$ cat src/rtl/mole_driver.sv
// Whack-a-mole output engine: LFSR hole pick, timed mole window, strike judging.
// Define MOLE_SPEEDUP_EN to shorten the lit window after every hit.
module mole_driver #(
  parameter int          NUM_HOLES      = 4,
  parameter int          LIT_CYCLES     = 50_000_000,
  parameter int          GAP_CYCLES     = 25_000_000,
  parameter logic [7:0]  LFSR_SEED      = 8'hA5,
  parameter int          MIN_LIT_CYCLES = 12_500_000
) (
  input  logic                         clk,
  input  logic                         reset,
  input  logic                         enable,
  input  logic [NUM_HOLES-1:0]         hit_btn,
  output logic [NUM_HOLES-1:0]         mole_led,
  output logic [$clog2(NUM_HOLES)-1:0] hole_idx,
  output logic                         hit_pulse,
  output logic                         miss_pulse,
  output logic                         wrong_pulse,
  output logic                         busy
);

  // state | meaning
  // IDLE  | game stopped, all dark
  // GAP   | dark interval between moles, strikes ignored
  // SHOW  | one mole lit, strikes judged

  localparam int IDX_W   = $clog2(NUM_HOLES);
  localparam int CNT_MAX = (LIT_CYCLES > GAP_CYCLES) ? LIT_CYCLES : GAP_CYCLES;
  localparam int CNT_W   = $clog2(CNT_MAX + 1);

  localparam logic [CNT_W-1:0] GAP_LOAD = CNT_W'(GAP_CYCLES - 1);
  localparam logic [CNT_W-1:0] LIT_LEN  = CNT_W'(LIT_CYCLES);
  localparam logic [CNT_W-1:0] MIN_LEN  = CNT_W'(MIN_LIT_CYCLES);

  if (!(NUM_HOLES == 2 || NUM_HOLES == 4 || NUM_HOLES == 8)) begin : g_bad_holes
    $error("mole_driver: NUM_HOLES must be 2, 4 or 8");
  end
  if (LFSR_SEED == 8'h00) begin : g_bad_seed
    $error("mole_driver: LFSR_SEED must be non-zero");
  end
  if (MIN_LIT_CYCLES < 1 || MIN_LIT_CYCLES > LIT_CYCLES || GAP_CYCLES < 1) begin : g_bad_times
    $error("mole_driver: need 1 <= MIN_LIT_CYCLES <= LIT_CYCLES and GAP_CYCLES >= 1");
  end

  typedef enum logic [1:0] {IDLE, GAP, SHOW} state_t;

  state_t                 state_q, state_d;
  logic [7:0]             lfsr_q;
  logic                   lfsr_fb;
  logic [CNT_W-1:0]       cnt_q, cnt_d;
  logic [NUM_HOLES-1:0]   btn_q;
  logic [NUM_HOLES-1:0]   strike;
  logic [NUM_HOLES-1:0]   led_q, led_d;
  logic [IDX_W-1:0]       idx_q, idx_d;
  logic                   hit_q, hit_d, miss_q, miss_d, wrong_q, wrong_d;
  logic                   busy_q, busy_d;
  logic [CNT_W-1:0]       lit_len;

`ifdef MOLE_SPEEDUP_EN
  logic [CNT_W-1:0] lit_len_q, lit_len_d, lit_shrunk;
  assign lit_len    = lit_len_q;
  assign lit_shrunk = lit_len_q - (lit_len_q >> 3);
`else
  assign lit_len = LIT_LEN;
`endif

  // x^8+x^6+x^5+x^4+1; a non-zero seed can never reach the all-zero lockup.
  assign lfsr_fb = lfsr_q[7] ^ lfsr_q[5] ^ lfsr_q[4] ^ lfsr_q[3];
  assign strike  = hit_btn & ~btn_q;

  always_ff @(posedge clk) begin
    if (!reset) begin
      state_q   <= IDLE;
      lfsr_q    <= LFSR_SEED;
      cnt_q     <= '0;
      btn_q     <= '0;
      led_q     <= '0;
      idx_q     <= '0;
      hit_q     <= 1'b0;
      miss_q    <= 1'b0;
      wrong_q   <= 1'b0;
      busy_q    <= 1'b0;
`ifdef MOLE_SPEEDUP_EN
      lit_len_q <= LIT_LEN;
`endif
    end else begin
      state_q   <= state_d;
      lfsr_q    <= {lfsr_q[6:0], lfsr_fb};
      cnt_q     <= cnt_d;
      btn_q     <= hit_btn;
      led_q     <= led_d;
      idx_q     <= idx_d;
      hit_q     <= hit_d;
      miss_q    <= miss_d;
      wrong_q   <= wrong_d;
      busy_q    <= busy_d;
`ifdef MOLE_SPEEDUP_EN
      lit_len_q <= lit_len_d;
`endif
    end
  end

  always_comb begin
    state_d = state_q;
    cnt_d   = (cnt_q != '0) ? cnt_q - 1'b1 : '0;
    led_d   = led_q;
    idx_d   = idx_q;
    hit_d   = 1'b0;
    miss_d  = 1'b0;
    wrong_d = 1'b0;
    busy_d  = busy_q;
`ifdef MOLE_SPEEDUP_EN
    lit_len_d = lit_len_q;
`endif
    if (!enable) begin
      state_d = IDLE;
      cnt_d   = '0;
      led_d   = '0;
      busy_d  = 1'b0;
`ifdef MOLE_SPEEDUP_EN
      lit_len_d = LIT_LEN;
`endif
    end else begin
      case (state_q)
        IDLE: begin
          state_d = GAP;
          cnt_d   = GAP_LOAD;
          busy_d  = 1'b1;
        end
        GAP: begin
          if (cnt_q == '0) begin
            state_d = SHOW;
            idx_d   = lfsr_q[IDX_W-1:0];
            led_d   = NUM_HOLES'(1) << lfsr_q[IDX_W-1:0];
            cnt_d   = lit_len - 1'b1;
          end
        end
        SHOW: begin
          // Hit beats both a simultaneous wrong strike and window expiry.
          if (strike[idx_q]) begin
            hit_d   = 1'b1;
            led_d   = '0;
            state_d = GAP;
            cnt_d   = GAP_LOAD;
`ifdef MOLE_SPEEDUP_EN
            lit_len_d = (lit_shrunk < MIN_LEN) ? MIN_LEN : lit_shrunk;
`endif
          end else if (strike != '0) begin
            wrong_d = 1'b1;
          end else if (cnt_q == '0) begin
            miss_d  = 1'b1;
            led_d   = '0;
            state_d = GAP;
            cnt_d   = GAP_LOAD;
          end
        end
        default: begin
          state_d = IDLE;
          led_d   = '0;
          busy_d  = 1'b0;
        end
      endcase
    end
  end

  assign mole_led    = led_q;
  assign hole_idx    = idx_q;
  assign hit_pulse   = hit_q;
  assign miss_pulse  = miss_q;
  assign wrong_pulse = wrong_q;
  assign busy        = busy_q;

endmodule

$ cat config.mk
export PLATFORM = sky130hd
export DESIGN_NAME = mole_driver
export DESIGN_NICKNAME = d
export VERILOG_FILES = /design/src/rtl/mole_driver.sv
export SDC_FILE = /design/constraint.sdc
export NUM_CORES = 1
export LEC_CHECK = 0
export CAP_MARGIN = 20
export CORE_UTILIZATION = 45
export DETAILED_ROUTE_END_ITERATION = 8
export PLACE_DENSITY = 0.74
export RECOVER_POWER = 25
export SLEW_MARGIN = 20
export SYNTH_ARGS = -nofsm -noshare
export SYNTH_HDL_FRONTEND = slang
export SYNTH_SLANG_ARGS = --single-unit
$ cat constraint.sdc
create_clock -name clk -period 6.05 [get_ports clk]
set_clock_uncertainty 0.1 [all_clocks]
set_input_delay 0.9075 -clock clk [delete_from_list [all_inputs] [get_ports clk]]
set_output_delay 0.9075 -clock clk [all_outputs]
set_load 0.03 [all_outputs]
==> impl_metrics.env, run 1 <==
export IMPL_ir_drop_mv=0.138
export IMPL_finalNonFillerCells=348
export IMPL_hold_viol=0
export IMPL_max_freq_ghz=0.341
export IMPL_grt_max_degree=31
export IMPL_start_util_pct=47.9
export IMPL_dp_cells=340
export IMPL_synthArstFlopShare_pct=0
export IMPL_hold_ws_ns=0.312
export IMPL_yosysWarnings=0
export IMPL_nNetsFinal=293
export IMPL_post_dp_hpwl_mm=3.29
export IMPL_cp_arrival_ns=3.08
export IMPL_setup_viol_count_final=0
export IMPL_cap_viol_max_count=0
export IMPL_syn_cell_area_um2=2320
export IMPL_coreArea_um2=4850
export IMPL_synth_top_cells_by_area="dfxtp_1 (43%), a21oi_1 (5.6%), xor2_1 (5.3%)"
export IMPL_synth_avg_cell_area_um2=8.70
export IMPL_path_clk_slew_ns=0.09
export IMPL_period_share_pct=48.5
export IMPL_layout_min_cycle_time_ns=2.93
export IMPL_post_drt_wl_per_cell_um=13.2
export IMPL_synth_top_area_share_pct=43.1
export IMPL_yosysTopAreaCell="dfxtp_1"
export IMPL_crit_type="in -> reg"
export IMPL_fin_tns_setup_ns=0
export IMPL_ys_ff_latch=50
export IMPL_holdCritPathClass="reg -> reg"
export IMPL_ys_types=42
export IMPL_cts_buffers=5
export IMPL_path_max_fanout=30
export IMPL_cts_hold_buf=0
export IMPL_io_pin_count=17
export IMPL_fp_dieH_um=73.9
export IMPL_timing_final_max_slew_violations=0
export IMPL_critPathCaptureType="flop"
export IMPL_p_leak_nw=1.02
export IMPL_viasPerCell=5.42
export IMPL_n_antenna_cell=0
export IMPL_worst_ep_required_time_ns=6.19
export IMPL_ctsLongestPathBuffers=2
export IMPL_start_kind="primary input"
export IMPL_antenna_found_initial=0
export IMPL_synth_ff_type="dfxtp_1"
export IMPL_worstMarginPinSlew_ns=1.02
export IMPL_cts_sinks=50
export IMPL_drc=0
export IMPL_power_total_uw=686
export IMPL_cts_tree="yes"
export IMPL_syn_num_nets=280
export IMPL_grt_pass1_vias=1801
export IMPL_grt_overflow=0
export IMPL_cts_root_buf="clkbuf_8"
export IMPL_outcome="complete, no violations"
export IMPL_first_pass_iters=4
export IMPL_postCtsSetupBuffers=0
export IMPL_rsz0062_at_grt="no"
export IMPL_area_delta_synth_final_pct=13.2
export IMPL_layout_drive_gt1_share_pct=5.34
export IMPL_drt_iter0_markers=98
export IMPL_pwr_density_cell_nw_per_um2=261
export IMPL_yosysSeqAreaShare_pct=43.1
export IMPL_synth_edf_count=0
export IMPL_ant_nets=0
export IMPL_cts_max_level=2
export IMPL_row_count=25
export IMPL_clock_latency_ns=0.31
export IMPL_vias=1887
export IMPL_gp_congestion=0.809
export IMPL_dieArea_um2=5450
export IMPL_portBuffers=16
export IMPL_netlist_instances=267
export IMPL_grt_pass1_wl_mm=8.01
export IMPL_slew_headroom_pct=32.3
export IMPL_wl_mm=4.60
export IMPL_cts_resized_gates=0
export IMPL_die_width_um=73.9
export IMPL_grt_util_all_layers_pct=19.4
[power by group]
part / leakage (nW) / internal [mW] / switching [mW]
logic: 0.548 / 0.0411 / 0.0543
registers: 0.411 / 0.344 / 0.0133
clock network: 0.0579 / 0.122 / 0.111
total: 1.02 / 0.507 / 0.179
[final cells by class]
class	count	area (um^2)
sequential	50	1000
tap	67	83.8
multi-input combinational	197	1240
inverter	9	33.8
clock inverter	3	40.0
fill	456	2220
timing repair buffer	17	164
clock buffer	5	68.8
[critical path, stage by stage]
cell and delay, ns:
dlygate4sd3_1 0.82, nand2_1 0.68, a211o_1 0.55, a21oi_1 0.12
[cell families after synthesis]
group / after synthesis / share of synthesized area [%]
AND/OR/NAND/NOR: 119 / 27.5
flip-flops: 50 / 43.1
AO/OA/AOI/OAI: 43 / 10.8
XOR/XNOR: 23 / 8.67
buffers and inverters: 20 / 3.55
multiplexers: 6 / 3.12
adder cells (fa/ha/maj): 6 / 3.23
[state kept, by name (all words and copies together), names as in the netlist]
name / cells
lfsr_q: 8
cnt_q: 26
mole_led: 4
state_q: 2
hit_pulse: 1
btn_q: 4
wrong_pulse: 1
hole_idx: 2
busy: 1
miss_pulse: 1
[cell usage in the layout (no fill, tap or decap), types with 3 or more instances in the layout]
| master | netlist | final |
|---|---|---|
| nor4_1 | 7 | 7 |
| nand2_1 | 28 | 28 |
| nand2b_1 | 8 | 8 |
| nand4_1 | 3 | 3 |
| mux2i_1 | 5 | 5 |
| nor3_1 | 12 | 12 |
| nor2_1 | 22 | 22 |
| o21ai_0 | 4 | 4 |
| and2_0 | 0 | 3 |
| dfxtp_1 | 50 | 50 |
| a21oi_1 | 26 | 26 |
| and2_1 | 10 | 7 |
| clkbuf_8 | 0 | 5 |
| inv_1 | 9 | 9 |
| clkdlybuf4s50_1 | 0 | 14 |
| xnor2_1 | 9 | 9 |
| xor2_1 | 14 | 14 |
| nand3_1 | 4 | 4 |
| ha_1 | 6 | 6 |
| or3_1 | 11 | 11 |
[routing by layer]
metal	routed length (um)	vias to the layer above	track usage, %
met5	0	-	0
met4	78	0	8.12
met3	171	7	4.12
met2	2140	35	31.8
met1	2210	898	24.7
li1	-	947	-
[worst paths after layout]
| kind | end | from | slack (ns) | cells after the start |
|---|---|---|---|---|
| hold / removal | lfsr_q[7] | lfsr_q[6] | 0.31 | 1 |
| setup reg to reg | cnt_q[13] | cnt_q[0] | 3.46 | 9 |
| hold reg to reg | lfsr_q[7] | lfsr_q[6] | 0.31 | 1 |
| setup / recovery | cnt_q[7] | reset | 3.12 | 4 |
[cells in the mapped netlist (2+ instances only)]
| library cell | instances |
|---|---|
| nand3_1 | 4 |
| a21oi_1 | 26 |
| or4_1 | 2 |
| a21o_1 | 2 |
| inv_1 | 9 |
| xnor2_1 | 9 |
| nor4_1 | 7 |
| a211oi_1 | 2 |
| ha_1 | 6 |
| clkbuf_1 | 9 |
| and2_1 | 10 |
| xor2_1 | 14 |
| nand4_1 | 3 |
| o21ai_0 | 4 |
| or3_1 | 11 |
| dfxtp_1 | 50 |
| or2_2 | 2 |
| nor3_1 | 12 |
| mux2i_1 | 5 |
| a221oi_1 | 2 |
| nand2b_1 | 8 |
| nor2_1 | 22 |
| nand2_1 | 28 |
| nor2b_1 | 2 |
[stage by stage]
stage / setup slack [ns] / utilization, % / instance area [um^2]
5_1_grt: 2.88 / 54.3 / 2630
6_report: 3.12 / 54.3 / 2630
2_1_floorplan: 3.49 / - / 2320
4_1_cts: 3.19 / 54.3 / 2640
3_5_place_dp: 2.87 / 52.1 / 2530
3_3_place_gp: 2.91 / 52.1 / 2530
Power figures use the tool's default switching activity.
==> inputs of run 2 (changes only) <==
Settings changed: PLACE_DENSITY 0.74 to 0.76.
Clock period 6.05 ns to 2.5 ns, I/O delays scaled along.
==> run 2 against run 1 <==
Compared with the run above:
- total power increased by 140%
- via count increased by 3.7%
- critical endpoint is now cnt_q[12]
- clock power increased by 110%
- global-route usage increased by 0.59 points
- wire length increased by 7.6%
==> impl_metrics.env, run 2 (synthesis gave the netlist of run 1 again) <==
export IMPL_outcome="complete, no violations"
export IMPL_cp_arrival_ns=2.65
export IMPL_drt_iter0_markers=149
export IMPL_fillerInstances=425
export IMPL_largest_reg_flops=26
export IMPL_post_drt_wl_per_cell_um=13.6
export IMPL_grt_util_all_layers_pct=20.0
export IMPL_rsz0062_at_grt="yes"
export IMPL_post_dp_hpwl_mm=3.44
export IMPL_dp_cells=352
export IMPL_ant_nets=0
export IMPL_hold_end="lfsr_q[7]"
export IMPL_layout_min_cycle_time_ns=2.49
export IMPL_r2r_start="cnt_q[1]"
export IMPL_ir_drop_mv=0.408
export IMPL_cts_buffers=5
export IMPL_final_common_cell="dfxtp_1"
export IMPL_dieArea_um2=5450
export IMPL_worstMarginPinSlew_ns=0.510
export IMPL_hold_depth=1
export IMPL_grt_pass1_wl_mm=8.17
export IMPL_final_core_util_pct=57.3
export IMPL_layout_drive_gt1_share_pct=13.8
export IMPL_cts_root_buf="clkbuf_8"
export IMPL_start_util_pct=47.9
export IMPL_slew_headroom_pct=66.0
export IMPL_nNetsFinal=310
export IMPL_clock_latency_ns=0.31
export IMPL_area_delta_synth_final_pct=19.5
export IMPL_coreArea_um2=4850
export IMPL_antenna_found_initial=0
export IMPL_path_clk_slew_ns=0.10
export IMPL_multi_input_area_um2=1270
export IMPL_grt_pass1_vias=1836
export IMPL_r2r_slack_ns=0.008
export IMPL_cts_sinks=50
export IMPL_hp_start="lfsr_q[6]"
export IMPL_grt_max_degree=18
export IMPL_fp_dieH_um=73.9
export IMPL_first_pass_iters=4
export IMPL_pwr_density_cell_nw_per_um2=585
export IMPL_max_freq_ghz=0.401
export IMPL_grt_overflow=0
export IMPL_n_antenna_cell=0
export IMPL_cts_hold_buf=0
export IMPL_worst_r2r_cell_count=8
export IMPL_vias=1957
export IMPL_viasPerCell=5.36
export IMPL_setup_viol_count_final=0
export IMPL_p_leak_nw=1.07
export IMPL_top_regs="cnt_q (26), lfsr_q (8)"
export IMPL_final_cell_mix="dfxtp_1 (48), nand2_1 (28), a21oi_1 (25)"
export IMPL_row_count=25
export IMPL_cap_viol_max_count=0
export IMPL_hold_viol=0
export IMPL_holdCritPathClass="reg -> reg"
export IMPL_crit_type="reg -> reg"
export IMPL_gp_congestion=0.810
export IMPL_ctsLongestPathBuffers=2
export IMPL_wl_mm=4.95
export IMPL_hold_ws_ns=0.344
export IMPL_path_max_fanout=7
export IMPL_start_kind="flop"
export IMPL_finalNonFillerCells=365
export IMPL_io_pin_count=17
export IMPL_portBuffers=16
export IMPL_r2r_end="cnt_q[12]"
export IMPL_register_area_um2=1000
export IMPL_top_register="cnt_q"
export IMPL_worst_ep_required_time_ns=2.65
export IMPL_cts_tree="yes"
export IMPL_period_share_pct=99.7
export IMPL_cts_max_level=2
export IMPL_critPathCaptureType="flop"
export IMPL_die_width_um=73.9
export IMPL_timing_final_max_slew_violations=0
export IMPL_drc=0
run 2: cell count changes in the layout (fill, tap and decap cells not counted), sizes merged:
cell	delta
dlygate4sd3	-1
clkinv	-2
buf	+17
clkdlybuf4s50	+1
bufinv	-1
clkinvlp	+2
inv	+1
run 2: per-layer routing:
layer	routed length, um	track usage [%]
met4	72	8.12
met2	2350	32.7
met3	260	4.53
met5	0	0
met1	2270	25.4
run 2: final cells by class:
type                    instances  share of cell area [%]
repair buffers                 34                    10.5
clock buffers                   5                    2.48
inverters                       9                    1.22
flip-flops and latches         50                    36.1
clock inverters                 3                   0.856
multi-input cells             197                    45.8
well taps                      67                    3.02
run 2: how the worst max path moves through the flow:
stage,start,to,slack [ns]
3_5_place_dp,hit_btn[3],cnt_q[13],-0.14
4_1_cts,cnt_q[0],cnt_q[12],0.009
2_1_floorplan,cnt_q[0],cnt_q[12],0.09
3_3_place_gp,hit_btn[3],cnt_q[1],-0.02
5_1_grt,cnt_q[1],cnt_q[12],-0.08
6_report,cnt_q[1],cnt_q[12],0.008
run 2: worst max-delay path, cell delays in order (launching register included):
cell and delay [ns]:
dfxtp_2 0.34, inv_2 0.07, ha_4 0.13, or4b_4 0.46, or4_4 0.57, or3_1 0.39
xnor2_1 0.16, nand2_1 0.08, a21oi_2 0.13
run 2: power breakdown:
group	internal [mW]	switching, mW
combinational	0.122	0.141
clock	0.201	0.295
sequential	0.833	0.0331
total	1.16	0.469
run 2: repair_timing:
action                                 in CTS  in global routing
resized for setup                           1                  9
pin swaps                                   0                  6
endpoints found under the hold margin       0                  0
setup endpoints to repair                   1                 16
setup buffers                               0                  4
run 2: per-stage QoR:
stage / worst slack (ns) / area [um^2] / TNS [ns] / total power [mW]
final: 0.00782 / 2780 / 0 / 1.63
after detailed placement: -0.144 / 2620 / -1.61 / 1.13
after global placement: -0.0233 / 2620 / -0.285 / 1.12
after floorplan: 0.0946 / 2320 / 0 / 1.06
after CTS: 0.00926 / 2720 / 0 / 1.61
after global routing: -0.0819 / 2780 / -0.199 / 1.70
==> inputs of run 3 (changes only) <==
Clock period 2.5 ns to 2.2 ns, I/O delays scaled along.
==> run 3 against run 2 <==
Compared with the run above:
- the run now ends with setup timing left
- die area is the same
- combinational power grew 73%
- total power grew 28%
- global-route usage grew 2.6 points
- hold slack lost 0.022 ns
- register-to-register slack lost 0.21 ns
- via count grew 13%
- count of clock-buffer cells in the layout is the same
- highest routed layer unchanged
==> impl_metrics.env, run 3 (synthesis gave the netlist of run 1 again) <==
export IMPL_outcome="finished with violations"
export IMPL_violations="setup timing"
export IMPL_vias=2220
export IMPL_holdCritPathClass="reg -> reg"
export IMPL_cts_max_level=2
export IMPL_worst_ep_required_time_ns=2.36
export IMPL_grt_pass1_wl_mm=9.12
export IMPL_clock_latency_ns=0.31
export IMPL_post_dp_cell_area_um2=2910
export IMPL_path_buf_inv=1
export IMPL_grt_max_degree=20
export IMPL_final_cell_mix="buf_4 (61), dfxtp_1 (45), nand2_1 (28)"
export IMPL_cts_hold_buf=0
export IMPL_ir_drop_mv=0.457
export IMPL_cts_tree="yes"
export IMPL_final_common_cell="buf_4"
export IMPL_rsz0062_at_grt="yes"
export IMPL_drt_iter0_markers=171
export IMPL_grt_pass1_vias=2022
export IMPL_path_clk_slew_ns=0.10
export IMPL_cts_root_buf="clkbuf_8"
export IMPL_p_seq_share_pct=47.1
export IMPL_coreArea_um2=4850
export IMPL_timing_final_max_slew_violations=0
export IMPL_pwr_density_cell_nw_per_um2=619
export IMPL_cts_sinks=50
export IMPL_io_pin_count=17
export IMPL_layout_drive_gt1_share_pct=34.7
export IMPL_path_max_fanout=6
export IMPL_post_drt_wl_per_cell_um=15.1
export IMPL_start_kind="flop"
export IMPL_start_util_pct=47.9
export IMPL_crit_type="reg -> reg"
export IMPL_antenna_found_initial=0
export IMPL_fp_dieH_um=73.9
export IMPL_switching_share_pct=27.3
export IMPL_area_delta_synth_final_pct=45.1
export IMPL_top_regs="cnt_q (26), lfsr_q (8)"
export IMPL_dieArea_um2=5450
export IMPL_slowest_stage="or4_4"
export IMPL_cts_buffers=5
export IMPL_max_freq_ghz=0.417
export IMPL_viasPerCell=5.38
export IMPL_ant_nets=0
export IMPL_finalNonFillerCells=413
export IMPL_post_dp_hpwl_mm=3.78
export IMPL_dp_cells=387
export IMPL_ctsLongestPathBuffers=2
export IMPL_n_antenna_cell=0
export IMPL_worstMarginPinSlew_ns=0.437
export IMPL_hold_viol=0
export IMPL_fin_tns_setup_ns=-1.32
export IMPL_p_comb_share_pct=21.9
export IMPL_wl_mm=6.25
export IMPL_die_width_um=73.9
export IMPL_p_int_mw=1.52
export IMPL_row_count=25
export IMPL_p_leak_nw=1.38
export IMPL_slew_headroom_pct=70.9
export IMPL_cap_viol_max_count=0
export IMPL_setup_ws_ns=-0.199
export IMPL_slowest_delay_ns=0.49
export IMPL_grt_overflow=0
export IMPL_largest_reg_flops=26
export IMPL_cp_arrival_ns=2.56
export IMPL_gp_congestion=0.826
export IMPL_path_cells="inv_2, ha_4, or4b_4, or4_4, or3_4, xnor2_2, nand2_1, a21oi_1"
export IMPL_critPathCaptureType="flop"
export IMPL_p_sw_uw=570
export IMPL_setup_viol_count_final=11
export IMPL_period_share_pct=109
export IMPL_drc=0
export IMPL_top_register="cnt_q"
export IMPL_grt_util_all_layers_pct=22.6
export IMPL_layout_min_cycle_time_ns=2.40
export IMPL_portBuffers=16
export IMPL_first_pass_iters=4
export IMPL_design_area_um2=3370
export IMPL_nNetsFinal=358
export IMPL_crit_family="simple AND/OR/NAND/NOR gates"
export IMPL_p_clk_share_pct=31.0
-- run 3: cell type report --
class | count | area [um^2]
sequential | 50 | 1010
fill | 368 | 1480
tap | 67 | 83.8
clock buffer | 5 | 68.8
clock inverter | 3 | 40.0
timing repair buffer | 81 | 664
multi-input combinational | 198 | 1470
inverter | 9 | 33.8
-- run 3: worst paths after layout --
check	from	end	slack [ns]	cells after the start
setup / recovery	cnt_q[0]	cnt_q[12]	-0.20	8
hold / removal	lfsr_q[6]	lfsr_q[7]	0.32	1
setup reg to reg	cnt_q[0]	cnt_q[12]	-0.20	8
hold reg to reg	lfsr_q[6]	lfsr_q[7]	0.32	1
-- run 3: power by group through the flow --
| stage | registers, mW | clock network, mW | logic [mW] |
|---|---|---|---|
| 2_1_floorplan | 0.999 | 0 | 0.207 |
| 3_3_place_gp | 0.996 | 0 | 0.341 |
| 3_5_place_dp | 0.998 | 0 | 0.347 |
| 4_1_cts | 0.980 | 0.655 | 0.383 |
| 5_1_grt | 0.988 | 0.705 | 0.491 |
| 6_report | 0.983 | 0.647 | 0.456 |
-- run 3: repair_timing --
action                                  4_1_cts  5_1_grt
setup buffers                                 8        9
gates cloned                                  0        1
pin swaps                                    11       17
gates resized for setup                      17       32
endpoints found under the setup margin       23       32
-- run 3: through the flow --
| step | setup WS (ns) | hold WS, ns | power [mW] | util, % |
|---|---|---|---|---|
| after global routing | -0.297 | 0.351 | 2.18 | 69.5 |
| final | -0.199 | 0.322 | 2.09 | 69.5 |
| after CTS | -0.170 | 0.336 | 2.02 | 65.0 |
| after global placement | -0.290 | 0.292 | 1.34 | 60.0 |
| after floorplan | -0.135 | 0.286 | 1.21 | - |
| after detailed placement | -0.343 | 0.309 | 1.35 | 60.0 |
-- run 3: metal layers --
layer,routed length [um],part of all wire [%],GRT usage [%],vias to the layer above
met2,3170,51,37.8,72
li1,-,-,-,1085
met4,168,2.7,8.76,0
met3,386,6.2,6.04,16
met5,0,0,0,-
met1,2530,40,27.6,1047
